`src/rtl/tessiax32_store_buffer_pkg.sv`:
```
`default_nettype none
// +----------------------------------------------------------------------+
// | tessiax32_pkg                                                        |
// | Shared widths, entry record and drain-FSM states for the store buffer|
// | Revision: 1.0                                                        |
// +----------------------------------------------------------------------+
package tessiax32_pkg;

    localparam int ADDR_W = 32;
    localparam int DATA_W = 32;

    typedef struct packed {
        logic [ADDR_W-1:0] addr;
        logic [DATA_W-1:0] data;
    } sb_entry_t;

    typedef enum logic {
        SB_IDLE  = 1'b0,
        SB_DRAIN = 1'b1
    } sb_state_t;

endpackage
`default_nettype wire

```
`src/rtl/tessiax32_store_buffer_if.sv`:
```
`default_nettype none
// +----------------------------------------------------------------------+
// | tessiax32_store_buffer_if                                            |
// | Core store/load port, memory write port and fence handshake          |
// | Revision: 1.0                                                        |
// +----------------------------------------------------------------------+
interface tessiax32_store_buffer_if #(
    parameter int DEPTH = 4
);
    import tessiax32_pkg::*;

    logic                     StoreValid;
    logic [ADDR_W-1:0]        StoreAddress;
    logic [DATA_W-1:0]        StoreData;
    logic                     StoreReady;
    logic [ADDR_W-1:0]        LoadAddress;
    logic                     LoadHit;
    logic [DATA_W-1:0]        LoadData;
    logic                     MemWriteEnable;
    logic [ADDR_W-1:0]        MemAddress;
    logic [DATA_W-1:0]        MemWriteData;
    logic                     MemWriteAck;
    logic                     Fence;
    logic                     FenceDone;
    logic [$clog2(DEPTH):0]   Count;

    // Core / memory side that drives the buffer
    modport master (
        output StoreValid, StoreAddress, StoreData, LoadAddress, MemWriteAck, Fence,
        input  StoreReady, LoadHit, LoadData, MemWriteEnable, MemAddress, MemWriteData,
        input  FenceDone, Count
    );

    // The buffer itself
    modport slave (
        input  StoreValid, StoreAddress, StoreData, LoadAddress, MemWriteAck, Fence,
        output StoreReady, LoadHit, LoadData, MemWriteEnable, MemAddress, MemWriteData,
        output FenceDone, Count
    );

endinterface
`default_nettype wire

```
`src/rtl/tessiax32_store_buffer_match.sv`:
```
`default_nettype none
// +----------------------------------------------------------------------+
// | tessiax32_sb_match                                                   |
// | Youngest-match selector: scans back from wrPtr-1 to the head entry   |
// | Revision: 1.0                                                        |
// +----------------------------------------------------------------------+
module tessiax32_sb_match
    import tessiax32_pkg::*;
#(
    parameter int DEPTH    = 4,
    parameter int PTR_W    = $clog2(DEPTH),
    parameter int MATCH_AW = ADDR_W
) (
    input  logic [DEPTH-1:0]    i_valid,
    input  logic [MATCH_AW-1:0] i_addrs [DEPTH],
    input  logic [PTR_W-1:0]    i_rdPtr,
    input  logic [PTR_W-1:0]    i_wrPtr,
    input  logic [MATCH_AW-1:0] i_loadAddress,
    output logic                o_hit,
    output logic [PTR_W-1:0]    o_idx
);

    logic [PTR_W-1:0] w_scan;
    logic             w_stop;

    // The head entry (rdPtr) is the oldest slot, so the scan ends there.
    always_comb begin
        o_hit  = 1'b0;
        o_idx  = '0;
        w_stop = 1'b0;
        w_scan = i_wrPtr;
        for (int k = 1; k <= DEPTH; k++) begin
            w_scan = i_wrPtr - PTR_W'(k);
            if (!w_stop && !o_hit && i_valid[w_scan] && (i_addrs[w_scan] == i_loadAddress)) begin
                o_hit = 1'b1;
                o_idx = w_scan;
            end
            if (w_scan == i_rdPtr) begin
                w_stop = 1'b1;
            end
        end
    end

endmodule
`default_nettype wire

```
`src/rtl/tessiax32_store_buffer.sv`:
```
`default_nettype none
// +----------------------------------------------------------------------+
// | tessiax32_store_buffer                                               |
// | In-order posted-write buffer with load forwarding and fence drain    |
// | Revision: 1.0                                                        |
// +----------------------------------------------------------------------+
module tessiax32_store_buffer
    import tessiax32_pkg::*;
#(
    parameter int DEPTH = 4
) (
    input  logic                     clk,
    input  logic                     reset,
    tessiax32_store_buffer_if.slave  sb
);

    localparam int         c_PTR_W = $clog2(DEPTH);
    localparam int         c_CNT_W = c_PTR_W + 1;
    localparam logic [0:0] c_IDLE  = SB_IDLE;
    localparam logic [0:0] c_DRAIN = SB_DRAIN;

    sb_entry_t            r_entries [DEPTH];
    logic [DEPTH-1:0]     r_valid;
    logic [c_PTR_W-1:0]   r_wrPtr;
    logic [c_PTR_W-1:0]   r_rdPtr;
    logic [c_CNT_W-1:0]   r_count;
    logic [0:0]           r_state;
    logic                 r_fenceArmed;

    logic                 w_full;
    logic                 w_empty;
    logic                 w_push;
    logic                 w_pop;
    logic                 w_hit;
    logic [c_PTR_W-1:0]   w_hitIdx;
    logic [ADDR_W-1:0]    w_addrs [DEPTH];

    assign w_full  = (r_count == c_CNT_W'(DEPTH));
    assign w_empty = (r_count == '0);
    assign w_push  = sb.StoreValid && sb.StoreReady;
    assign w_pop   = sb.MemWriteEnable && sb.MemWriteAck;

    // Readiness ignores MemWriteAck so a full buffer never accepts in the pop cycle.
    assign sb.StoreReady     = !w_full && (r_state == c_IDLE) && reset;
    assign sb.MemWriteEnable = !w_empty;
    assign sb.MemAddress     = w_empty ? '0 : r_entries[r_rdPtr].addr;
    assign sb.MemWriteData   = w_empty ? '0 : r_entries[r_rdPtr].data;
    assign sb.FenceDone      = (r_state == c_DRAIN) && w_empty;
    assign sb.Count          = r_count;
    assign sb.LoadHit        = w_hit;
    assign sb.LoadData       = w_hit ? r_entries[w_hitIdx].data : '0;

    generate
        for (genvar i = 0; i < DEPTH; i++) begin : g_addrs
            assign w_addrs[i] = r_entries[i].addr;
        end
    endgenerate

    tessiax32_sb_match #(
        .DEPTH    (DEPTH),
        .PTR_W    (c_PTR_W),
        .MATCH_AW (ADDR_W)
    ) u_match (
        .i_valid       (r_valid),
        .i_addrs       (w_addrs),
        .i_rdPtr       (r_rdPtr),
        .i_wrPtr       (r_wrPtr),
        .i_loadAddress (sb.LoadAddress),
        .o_hit         (w_hit),
        .o_idx         (w_hitIdx)
    );

    // Payload storage carries no reset; valid bits and count qualify it.
    always_ff @(posedge clk) begin
        if (w_push) begin
            r_entries[r_wrPtr] <= '{addr: sb.StoreAddress, data: sb.StoreData};
        end
    end

    always_ff @(posedge clk) begin
        if (!reset) begin
            r_valid <= '0;
            r_wrPtr <= '0;
            r_rdPtr <= '0;
            r_count <= '0;
        end else begin
            if (w_push) begin
                r_valid[r_wrPtr] <= 1'b1;
                r_wrPtr          <= r_wrPtr + c_PTR_W'(1);
            end
            if (w_pop) begin
                r_valid[r_rdPtr] <= 1'b0;
                r_rdPtr          <= r_rdPtr + c_PTR_W'(1);
            end
            case ({w_push, w_pop})
                2'b10:   r_count <= r_count + c_CNT_W'(1);
                2'b01:   r_count <= r_count - c_CNT_W'(1);
                default: r_count <= r_count;
            endcase
        end
    end

    // Fence must drop for a cycle before it can start another drain.
    always_ff @(posedge clk) begin
        if (!reset) begin
            r_state      <= c_IDLE;
            r_fenceArmed <= 1'b1;
        end else begin
            case (r_state)
                c_IDLE: begin
                    if (sb.Fence && r_fenceArmed) begin
                        r_state      <= c_DRAIN;
                        r_fenceArmed <= 1'b0;
                    end else if (!sb.Fence) begin
                        r_fenceArmed <= 1'b1;
                    end
                end
                c_DRAIN: begin
                    if (w_empty) begin
                        r_state <= c_IDLE;
                    end
                    if (!sb.Fence) begin
                        r_fenceArmed <= 1'b1;
                    end
                end
                default: r_state <= c_IDLE;
            endcase
        end
    end

endmodule
`default_nettype wire
```
`src/flat_wrapper.sv`:
```
// flat-port wrapper written by rule: the top's interface ports become plain ports
module tessiax32_store_buffer_flat import tessiax32_pkg::*;
#(
    parameter int DEPTH = 4
)
  (clk, reset, sb_StoreValid, sb_StoreAddress, sb_StoreData, sb_LoadAddress, sb_MemWriteAck, sb_Fence, sb_StoreReady, sb_LoadHit, sb_LoadData, sb_MemWriteEnable, sb_MemAddress, sb_MemWriteData, sb_FenceDone, sb_Count);
  tessiax32_store_buffer_if #(.DEPTH(DEPTH)) sb_i ();
  input  logic clk;
  input  logic reset;
  input wire logic [$bits(sb_i.StoreValid)-1:0] sb_StoreValid;
  input wire logic [$bits(sb_i.StoreAddress)-1:0] sb_StoreAddress;
  input wire logic [$bits(sb_i.StoreData)-1:0] sb_StoreData;
  input wire logic [$bits(sb_i.LoadAddress)-1:0] sb_LoadAddress;
  input wire logic [$bits(sb_i.MemWriteAck)-1:0] sb_MemWriteAck;
  input wire logic [$bits(sb_i.Fence)-1:0] sb_Fence;
  output wire logic [$bits(sb_i.StoreReady)-1:0] sb_StoreReady;
  output wire logic [$bits(sb_i.LoadHit)-1:0] sb_LoadHit;
  output wire logic [$bits(sb_i.LoadData)-1:0] sb_LoadData;
  output wire logic [$bits(sb_i.MemWriteEnable)-1:0] sb_MemWriteEnable;
  output wire logic [$bits(sb_i.MemAddress)-1:0] sb_MemAddress;
  output wire logic [$bits(sb_i.MemWriteData)-1:0] sb_MemWriteData;
  output wire logic [$bits(sb_i.FenceDone)-1:0] sb_FenceDone;
  output wire logic [$bits(sb_i.Count)-1:0] sb_Count;
  assign sb_i.StoreValid = sb_StoreValid;
  assign sb_i.StoreAddress = sb_StoreAddress;
  assign sb_i.StoreData = sb_StoreData;
  assign sb_i.LoadAddress = sb_LoadAddress;
  assign sb_i.MemWriteAck = sb_MemWriteAck;
  assign sb_i.Fence = sb_Fence;
  assign sb_StoreReady = sb_i.StoreReady;
  assign sb_LoadHit = sb_i.LoadHit;
  assign sb_LoadData = sb_i.LoadData;
  assign sb_MemWriteEnable = sb_i.MemWriteEnable;
  assign sb_MemAddress = sb_i.MemAddress;
  assign sb_MemWriteData = sb_i.MemWriteData;
  assign sb_FenceDone = sb_i.FenceDone;
  assign sb_Count = sb_i.Count;
  tessiax32_store_buffer #(.DEPTH(DEPTH)) u_core (.clk(clk), .reset(reset), .sb(sb_i));
endmodule
```
`config.mk`:
```
export PLATFORM = sky130hd
export DESIGN_NAME = tessiax32_store_buffer_flat
export DESIGN_NICKNAME = d
export VERILOG_FILES = /design/src/rtl/tessiax32_store_buffer_pkg.sv /design/src/rtl/tessiax32_store_buffer_if.sv /design/src/rtl/tessiax32_store_buffer_match.sv /design/src/rtl/tessiax32_store_buffer.sv /design/src/flat_wrapper.sv
export SDC_FILE = /design/constraint.sdc
export NUM_CORES = 1
export LEC_CHECK = 0
export CELL_PAD_IN_SITES_DETAIL_PLACEMENT = 0
export CELL_PAD_IN_SITES_GLOBAL_PLACEMENT = 1
export CORE_MARGIN = 10
export CORE_UTILIZATION = 35
export CTS_CLUSTER_DIAMETER = 50
export DETAILED_ROUTE_END_ITERATION = 8
export GPL_TIMING_DRIVEN = 1
export HOLD_SLACK_MARGIN = 0.03
export PLACE_DENSITY = 0.7
export REMOVE_ABC_BUFFERS = 1
export SYNTH_ARGS = -nofsm -noshare
export SYNTH_HDL_FRONTEND = slang
export SYNTH_SLANG_ARGS = --single-unit
```
`constraint.sdc`:
```
create_clock -name clk -period 6.7 [get_ports clk]
set_input_delay 1.34 -clock clk [delete_from_list [all_inputs] [get_ports clk]]
set_output_delay 1.34 -clock clk [all_outputs]
set_load 0.1 [all_outputs]
```
# Word-level counts from Yosys, hierarchy flattened

Memory sizes are Yosys's and may differ from the RTL's. A register that Yosys moved wholly into a read port is not among the register bits.
Index checks and enable logic that the tools add are counted.

Add/subtract/negate cells: 7
Multiply operators: 0
Divide/modulo/power cells: 0
Magnitude comparators: 11
Equal/unequal tests: 10
Shift-type cells: 0
Multiplexer cells: 52
Bitwise logic cells: 8
Reductions and logical operators: 28

Operators by type and width:

| operator                                                                            | count |
|---|---|
| 32-bit two-way mux                                                                  | 11 |
| 32-bit binary-select mux with 2-bit select                                          | 4 |
| 32-bit equality test                                                                | 4 |
| 1-bit two-way mux                                                                   | 19 |
| 1-bit logical AND                                                                   | 18 |
| 2-bit by 3-bit < comparator with 1-bit output, second input constant                | 5 |
| 3-bit greater-or-equal comparator, second input constant                            | 4 |
| 2-bit two-way mux                                                                   | 6 |
| 4-bit two-way mux                                                                   | 3 |
| 2-bit NOT with 3-bit output                                                         | 4 |
| 1-bit binary-select mux with 2-bit select                                           | 4 |
| 1-bit zero test                                                                     | 8 |
| 2-bit equality test                                                                 | 3 |
| 3-bit one-hot mux with 2 select lines                                               | 1 |
| 2-bit by 1-bit adder with 2-bit output, second input constant                       | 2 |
| 4-bit AND                                                                           | 1 |
| 1-bit demux with 2-bit select                                                       | 2 |
| 2-bit by 1-bit greater-or-equal comparator with 1-bit output, second input constant | 2 |
| 4-bit NOT                                                                           | 1 |
| 4-bit OR                                                                            | 1 |
| 1-bit one-hot mux with 2 select lines                                               | 2 |
| 2-bit subtractor, second input constant                                             | 2 |
| 3-bit by 1-bit adder with 3-bit output, second input constant                       | 1 |
| 3-bit equality test, second input constant                                          | 1 |
| other kinds (7)                                                                     | 7 |

Bits in registers: 13
Latch bits: 0
Memory bits (writable): 256
ROM bits: 0
Output and inout bits: 103
Logic and storage cells: 123
Memories kept: 1

Memories:

| name             | words | width | rd ports | clocked after Yosys merged registers in | write ports | RTL line                     | text |
|---|---|---|---|---|---|---|---|
| u_core.r_entries | 4     | 64    | 6        | 1                                       | 1           | tessiax32_store_buffer.sv:22 | `sb_entry_t r_entries [DEPTH];` |

# Logic depth before layout (Yosys ltp)

Gate-level depths: netlist (run 1).
An unclocked memory read counts as a cell.

Depth in word-level cells: 25
Mapped depth: 22

# By module

Synthesis (run 1) repeated with hierarchy kept, for this count alone.

Cells, all modules: 1117
Area, all modules: 16773.6 um^2

Modules (own cells, without submodules):

| module                 | times used | cells an instance | area an instance (um^2) | sequential area each (um^2) |
|---|---|---|---|---|
| tessiax32_store_buffer | 1          | 561               | 11517.3                 | 7987.7 |
| tessiax32_sb_match     | 1          | 556               | 5256.3                  | 0.0 |

# Worst setup path after synthesis (run 1)

OpenSTA, ideal clock, no wires.

Path type: reg-to-output
Start point: register u_core.r_wrPtr[0]
End point: output port sb_LoadData[21]
Data arrival time: 6034 ps
Data required time: 5360 ps
Slack: -674 ps
Cell stages (with the launch flop): 20
Path buffers: 9
Cell sequence: dfxtp_1 -> buf_6 -> buf_4 -> buf_6 -> inv_2 -> clkbuf_1 -> clkbuf_1 -> ha_1 -> buf_2 -> clkbuf_1 -> mux4_2 -> xnor2_1 -> nand4_1 -> or4_1 -> nor4_4 -> or4_1 -> buf_2 -> buf_2 -> a41oi_1 -> a31oi_1

Elaborated cells on any way between the ends: 63

RTL lines:

| what                                                   | RTL line                           | text |
|---|---|---|
| start: declaration                                     | tessiax32_store_buffer.sv:24       | `logic [c_PTR_W-1:0] r_wrPtr;` |
| start signal: assignment                               | tessiax32_store_buffer.sv:89       | `r_wrPtr <= r_wrPtr + c_PTR_W'(1);` |
| 2-bit by 1-bit subtractor with 2-bit output            | tessiax32_store_buffer_match.sv:33 | `w_scan = i_wrPtr - PTR_W'(k);` |
| 2-bit NOT with 3-bit output (not written as such)      | tessiax32_store_buffer_match.sv:34 | `if (!w_stop && !o_hit && i_valid[w_scan] && (i_addrs[w_scan] == i_loadAddress)) begin` |
| 32-bit binary-select mux with 2-bit select             | tessiax32_store_buffer_match.sv:34 |  |
| 32-bit two-way mux (not written as such) (2 in series) | tessiax32_store_buffer_match.sv:34 |  |
| 32-bit equality test                                   | tessiax32_store_buffer_match.sv:34 |  |
| 1-bit logical AND                                      | tessiax32_store_buffer_match.sv:34 |  |
| 1-bit two-way mux                                      | tessiax32_store_buffer_match.sv:34 |  |
| 1-bit zero test                                        | tessiax32_store_buffer_match.sv:34 |  |
| [4 not listed]                                         | --                                 |  |
| 1-bit zero test                                        | tessiax32_store_buffer_match.sv:34 |  |
| 1-bit logical AND (3 in series)                        | tessiax32_store_buffer_match.sv:34 |  |
| 1-bit two-way mux                                      | tessiax32_store_buffer_match.sv:34 |  |
| 1-bit zero test                                        | tessiax32_store_buffer_match.sv:34 |  |
| 1-bit logical AND (3 in series)                        | tessiax32_store_buffer_match.sv:34 |  |
| 1-bit two-way mux (*)                                  | tessiax32_store_buffer_match.sv:34 |  |
| net sb_LoadHit                                         | flat_wrapper.sv:17                 | `output wire logic [$bits(sb_i.LoadHit)-1:0] sb_LoadHit;` |
| 32-bit two-way mux (*)                                 | tessiax32_store_buffer.sv:51       | `assign sb.LoadData = w_hit ? r_entries[w_hitIdx].data : '0;` |
| end: declaration                                       | flat_wrapper.sv:18                 | `output wire logic [$bits(sb_i.LoadData)-1:0] sb_LoadData;` |

Mark *: on every way through the listed nets, which the timed path passes. The rest lies on a longest branch. The select of a mux whose other input is x is not followed.

# Worst setup path in the final report (run 1)

Start point: input port sb_LoadAddress[27]
End point: output port sb_LoadData[2]

Longest elaborated chain between the ends: 20
Elaborated cells on any way between the ends: 27

Ends and longest elaborated chain:

| what                            | RTL line                           | text |
|---|---|---|
| start: declaration              | flat_wrapper.sv:13                 | `input wire logic [$bits(sb_i.LoadAddress)-1:0] sb_LoadAddress;` |
| 32-bit equality test            | tessiax32_store_buffer_match.sv:34 |  |
| 1-bit logical AND               | tessiax32_store_buffer_match.sv:34 |  |
| 1-bit two-way mux               | tessiax32_store_buffer_match.sv:34 |  |
| 1-bit zero test                 | tessiax32_store_buffer_match.sv:34 |  |
| 1-bit logical AND (3 in series) | tessiax32_store_buffer_match.sv:34 |  |
| 1-bit two-way mux               | tessiax32_store_buffer_match.sv:34 |  |
| 1-bit zero test                 | tessiax32_store_buffer_match.sv:34 |  |
| 1-bit logical AND (3 in series) | tessiax32_store_buffer_match.sv:34 |  |
| 1-bit two-way mux               | tessiax32_store_buffer_match.sv:34 |  |
| 1-bit zero test                 | tessiax32_store_buffer_match.sv:34 |  |
| 1-bit logical AND (3 in series) | tessiax32_store_buffer_match.sv:34 |  |
| 2-bit two-way mux               | tessiax32_store_buffer_match.sv:34 |  |
| memory 4 x 64 bit               | --                                 |  |
| 32-bit two-way mux (*)          | tessiax32_store_buffer.sv:51       |  |

Mark *: on every way between the ends. The rest lies on a longest branch, timed or not.

==> results.yml, run 1 <==
synthesis:
  yosysSeqAreaShare_pct: 42.9
  synth_edf_count: 256
  synth-seq-cells: 271
  synth_top_area_share_pct: 41.3
  synth_top_area_cell: "edfxtp_1"
  synth_flop_cell: "edfxtp_1"
  syn_area_um2: 18600
  ys_types: 79
  synthCells: 1541
  synthArstFlopShare_pct: 0
  avgSynthCellArea_um2: 12.1
  synth.area.top_cells: "edfxtp_1, mux4_2, mux2i_1, xnor2_1, and2_1"
  ys_warn_count: 0
pwr:
  peakVddDrop_mv: 0.261
  p_leak_nw: 7.37
  power_density_nw_per_um2: 327
  power.total_w: 0.00751
routing:
  ant_nets: 0
  post_drt_wl_per_cell_um: 26.1
  via_per_inst: 5.85
  finalWirelength_um: 63100
  drc_errors: 0
  firstDrtPassIters: 7
  drt_iter0_markers: 1246
  num_vias: 14100
run_status:
  outcome: "finished, final reports clean"
timing:
  max_freq_ghz: 0.153
  finalCriticalPeriod_ns: 6.54
  fin_crit_sh_pct: 97.6
  hold_slack_ns: 0.492
  rsz0062_at_grt: "false"
  setup_viol: 0
  skew_ns: 0.0282
  final_max_slew_viol_count: 0
  final.setup.tns_ns: 0
  slew_headroom_pct: 23.5
  worst_pin_slew_ns: 1.14
  hold_viol: 0
place:
  placed_cell_area_um2: 21700
  port_buffers: 203
  dp_hpwl_um: 43100
  gp_congestion: 0.947
grt:
  grt_usage_pct: 19.5
  antenna_found_initial: 4
  grt_pass1_vias: 14500
  grt_pass1_wl_um: 94400
  grt-ovfl-total: 0
  grt_max_degree: 99
die:
  core-area_um2: 52700
  dieArea_um2: 62800
  core.rowCount: 84
  initial_core_util_pct: 35.4
  pin_count: 204
  chipWidth_um: 251
  die_h_um: 251
cells_and_area:
  drive_gt1_share_pct: 18.7
  final_common_cell: "edfxtp_1"
  num-fill-cells: 4850
  final_core_util_pct: 43.6
  syn2layout_area_growth_pct: 23.3
  design_area_um2: 22900
  final_cell_mix: "edfxtp_1, clkdlybuf4s50_1, mux2i_1, mux4_2, nor2_1"
  final_nets: 1809
flow_run:
  max_cap_violations: 0
clock_network:
  post-cts-setup-buffers: 0
  cts_sinks: 271
  h-tree-depth: 2
  cts.clk_slew.worst_paths_ns: 0.05
  cts_hold_buf: 0
  cts.path.max_buffers: 3
  cts-root-buf: "clkbuf_16"
  tritoncts: "yes"
  cts_buffers: 38
  cts_resized: 0
  clock_latency_ns: 0.57
min_path:
  min_path_type: "register to register"
critical_path:
  path_class: "primary input to output pin"
  critPathLaunchType: "primary input"
  cp_max_fo: 17
  end_kind: "output pin"
  crit_required_ns: 5.36
  arrival_ns: 5.20
[sequential cells by signal, indices dropped and copies added, names as in the netlist, named ones only]
| register | flops |
|---|---|
| u_core.r_entries | 256 |
| u_core.r_valid | 4 |
| u_core.sb.Count | 3 |
| u_core.r_rdPtr | 2 |
| u_core.r_wrPtr | 2 |
| u_core.r_fenceArmed | 1 |
| u_core.r_state | 1 |
[cells in the mapped netlist, types with 15 or more instances]
master,instances
edfxtp_1,256
mux2i_1,163
mux4_2,122
nor2_1,97
o21ai_0,77
xnor2_1,77
clkbuf_1,76
and2_1,73
nor3_1,71
nand2_1,62
inv_1,52
o221ai_1,35
a31oi_1,33
xor2_1,32
buf_2,30
a41oi_2,19
nand4_1,18
dfxtp_1,15
[final timing paths]
| path | startpoint | to | slack [ns] | depth (start not counted) |
|---|---|---|---|---|
| max | sb_LoadAddress[27] | sb_LoadData[2] | 0.16 | 13 |
| min reg2reg | u_core.r_fenceArmed$_SDFF_PN1_ | u_core.r_fenceArmed$_SDFF_PN1_ | 0.49 | 2 |
| min | u_core.r_fenceArmed$_SDFF_PN1_ | u_core.r_fenceArmed$_SDFF_PN1_ | 0.49 | 2 |
| max reg2reg | u_core.sb.Count[0]$_SDFFE_PN0P_ | u_core.sb.Count[2]$_SDFFE_PN0P_ | 3.53 | 9 |
[routing by layer]
metal / global-route usage [%] / wire, µm
met1: 25.1 / 26500
met4: 4.66 / 1180
met2: 33.0 / 30900
met5: 0 / 27
met3: 3.87 / 4430
[cell type report]
class                   instances  area, µm²  area share, %
clock inverters                20        160          0.698
multi-input cells            1072       9690           42.2
flip-flops and latches        271       8000           34.9
well taps                     688        861           3.75
diodes                          1       2.50         0.0109
inverters                      53        200          0.872
clock buffers                  49       1020           4.46
repair buffers                262       3020           13.1
[power breakdown]
| part | total [W] | internal, W | switching (W) |
|---|---|---|---|
| Clock | 0.00190 | 0.00113 | 0.000778 |
| Combinational | 0.00353 | 0.00105 | 0.00249 |
| Sequential | 0.00207 | 0.00194 | 0.000134 |
| Total | 0.00751 | 0.00411 | 0.00340 |
[worst max-delay path, cell delays in order]
cell and delay (ns):
clkdlybuf4s50_1 0.77, or2_2 0.19, o2bb2ai_1 0.07, a211oi_1 0.24, nand4_1 0.11, or4_1 0.60, or2_1 0.34, a21oi_4 0.29
buf_12 0.23, mux2i_1 0.24, a41oi_2 0.13, a31oi_1 0.37, buf_12 0.23
[kinds of logic (layout without fill, tap and decap cells)]
| group | after synthesis | after routing | share of synthesized area, % |
|---|---|---|---|
| buffers and inverters | 198 | 384 | 5.20 |
| AOI/OAI and AO/OA | 270 | 270 | 11.1 |
| adders and majority gates | 10 | 10 | 0.712 |
| xor gates and xnor gates | 110 | 110 | 5.22 |
| DFF | 271 | 271 | 42.9 |
| and+or+nand+nor | 382 | 382 | 10.4 |
| muxes | 300 | 300 | 24.5 |
| other | 0 | 1 | 0 |
[metrics by stage]
stage                     std cells  setup slack [ns]
after floorplan                1396            -13.37
after global placement         2346             0.166
after detailed placement       2346             0.198
after CTS                      2415            0.0833
after global routing           2415           0.00676
final                          2416             0.163
No activity file was read; power rests on OpenSTA's default activity.
==> run 2: changes to the inputs <==
--- a/config.mk
+++ b/config.mk
@@ -13,8 +13,9 @@
 export DETAILED_ROUTE_END_ITERATION = 8
 export GPL_TIMING_DRIVEN = 1
 export HOLD_SLACK_MARGIN = 0.03
-export PLACE_DENSITY = 0.7
+export PLACE_DENSITY = 0.6
 export REMOVE_ABC_BUFFERS = 1
 export SYNTH_ARGS = -nofsm -noshare
 export SYNTH_HDL_FRONTEND = slang
 export SYNTH_SLANG_ARGS = --single-unit
+export TNS_END_PERCENT = 1
==> run 2 against run 1 <==
Effect of this change: total power grew 3.3%; core utilization grew 0.52 points; worst setup slack lost 0.038 ns; critical endpoint is now sb_LoadData[30]; hold slack lost 0.019 ns; register-to-register slack gained 0.06 ns; largest power group unchanged; global-route usage grew 0.59 points; sequential power is essentially flat.
==> results.yml, run 2 (synthesis results as in run 1) <==
timing:
  skew_ns: 0.0142
  max_freq_ghz: 0.152
  rsz0062_at_grt: "true"
  finalCriticalPeriod_ns: 6.58
  hold_viol: 0
  fin_crit_sh_pct: 98.1
  slew_headroom_pct: 22.8
  setup_viol: 0
  worst_pin_slew_ns: 1.15
  final_max_slew_viol_count: 0
  setup_slack_ns: 0.124
die:
  core.rowCount: 84
  pin_count: 204
  die_h_um: 251
  core-area_um2: 52700
  dieArea_um2: 62800
  chipWidth_um: 251
  initial_core_util_pct: 35.4
cells_and_area:
  syn2layout_area_growth_pct: 24.7
  final_core_util_pct: 44.1
  largest_reg_flops: 256
  final_nets: 1814
  largest-register: "u_core.r_entries"
  num-fill-cells: 4839
  final_cell_mix: "edfxtp_1, clkdlybuf4s50_1, mux2i_1, mux4_2, nor2_1"
  drive_gt1_share_pct: 20.0
  final_common_cell: "edfxtp_1"
routing:
  drc_errors: 0
  drt_iter0_markers: 1114
  via_per_inst: 5.84
  wl_met1_um: 27300
  wl_met3_um: 4200
  ant_nets: 0
  highest_layer: "met5"
  post_drt_wl_per_cell_um: 26.9
  finalWirelength_um: 65100
  route.met2.wl_um: 31800
  num_vias: 14100
  firstDrtPassIters: 5
critical_path:
  critPathLaunchType: "primary input"
  end_kind: "output pin"
  r2r.worst_path.cells: 5
  cp_max_fo: 32
  path_class: "primary input to output pin"
  r2r_slack_ns: 3.59
  crit_required_ns: 5.36
  reg2reg_to: "u_core.r_entries[2][47]$_DFFE_PP_"
  rr_startpoint: "u_core.r_wrPtr[0]$_SDFFE_PN0P_"
  arrival_ns: 5.24
min_path:
  min_to: "u_core.r_fenceArmed$_SDFF_PN1_"
  min_path_type: "register to register"
  min_from: "u_core.r_fenceArmed$_SDFF_PN1_"
  holdPathStages: 2
clock_network:
  cts_buffers: 42
  cts_sinks: 271
  cts_hold_buf: 0
  cts.path.max_buffers: 3
  cts.clk_slew.worst_paths_ns: 0.05
  tritoncts: "yes"
  cts-root-buf: "clkbuf_16"
  h-tree-depth: 2
  clock_latency_ns: 0.57
pwr:
  p_leak_nw: 7.46
  power.total_w: 0.00775
  power_density_nw_per_um2: 334
  peakVddDrop_mv: 0.258
grt:
  grt_pass1_vias: 14500
  grt_max_degree: 67
  grt_pass1_wl_um: 96200
  grt_usage_pct: 20.1
  antenna_found_initial: 4
  grt-ovfl-total: 0
flow_run:
  max_cap_violations: 0
place:
  port_buffers: 203
  dp_slack_ns: 0.213
  dp_hpwl_um: 44200
  gp_congestion: 0.914
run_status:
  outcome: "finished, final reports clean"
run 2: worst max path at each step:
stage                                        start         endpoint  slack [ns]  depth (start not counted)
finish                          sb_LoadAddress[27]  sb_LoadData[30]        0.12                         14
global route        u_core.r_wrPtr[0]$_SDFFE_PN0P_  sb_LoadData[30]       -0.06                         13
CTS                 u_core.r_wrPtr[0]$_SDFFE_PN0P_  sb_LoadData[30]        0.05                         15
detailed placement              sb_LoadAddress[27]  sb_LoadData[30]        0.21                         14
global placement                sb_LoadAddress[27]  sb_LoadData[30]        0.20                         14
floorplan           u_core.r_wrPtr[0]$_SDFFE_PN0P_   sb_LoadData[0]      -13.37                         10
run 2: metrics by stage:
step / cells / area [µm²] / hold slack, ns / TNS [ns]
floorplan: 1396 / 17800 / 0.442 / -1463.53
global placement: 2347 / 21800 / 0.458 / 0
detailed placement: 2347 / 21800 / 0.458 / 0
CTS: 2421 / 23100 / 0.475 / 0
global route: 2422 / 23200 / 0.525 / -0.154
finish: 2423 / 23200 / 0.473 / 0
run 2: layout make-up:
class                      instances  area, µm²  area share [%]
timing repair buffer             263       3040            13.1
sequential                       271       8000            34.5
tap                              688        861            3.71
clock buffer                      50       1090            4.70
antenna                            2       5.00          0.0216
clock inverter                    24        258            1.11
multi-input combinational       1072       9770            42.1
inverter                          53        200           0.862
run 2: worst max-delay path: stages:
cell	delay, ns
clkdlybuf4s50_1	0.87
or2_2	0.22
o2bb2ai_1	0.08
a211oi_1	0.18
nand4_1	0.13
or4_1	0.53
buf_4	0.16
nor2_1	0.22
a21o_2	0.21
buf_12	0.23
mux2_1	0.35
o211a_1	0.21
a31o_1	0.29
buf_12	0.19
run 2: timing repair:
| action | in CTS | in global routing |
|---|---|---|
| setup endpoints to repair | 0 | 30 |
| setup buffers | 0 | 0 |
| resized for setup | 0 | 14 |
run 2: power breakdown:
| part | switching, W | internal (W) | leakage [nW] |
|---|---|---|---|
| logic | 0.00249 | 0.00105 | 4.36 |
| registers | 0.000142 | 0.00194 | 2.45 |
| clock network | 0.000813 | 0.00132 | 0.653 |
run 2: layer usage:
metal / vias up / GRT usage, %
li1: 6337 / -
met1: 7211 / 25.1
met2: 501 / 33.9
met3: 90 / 4.44
met4: 4 / 6.44
met5: - / 0
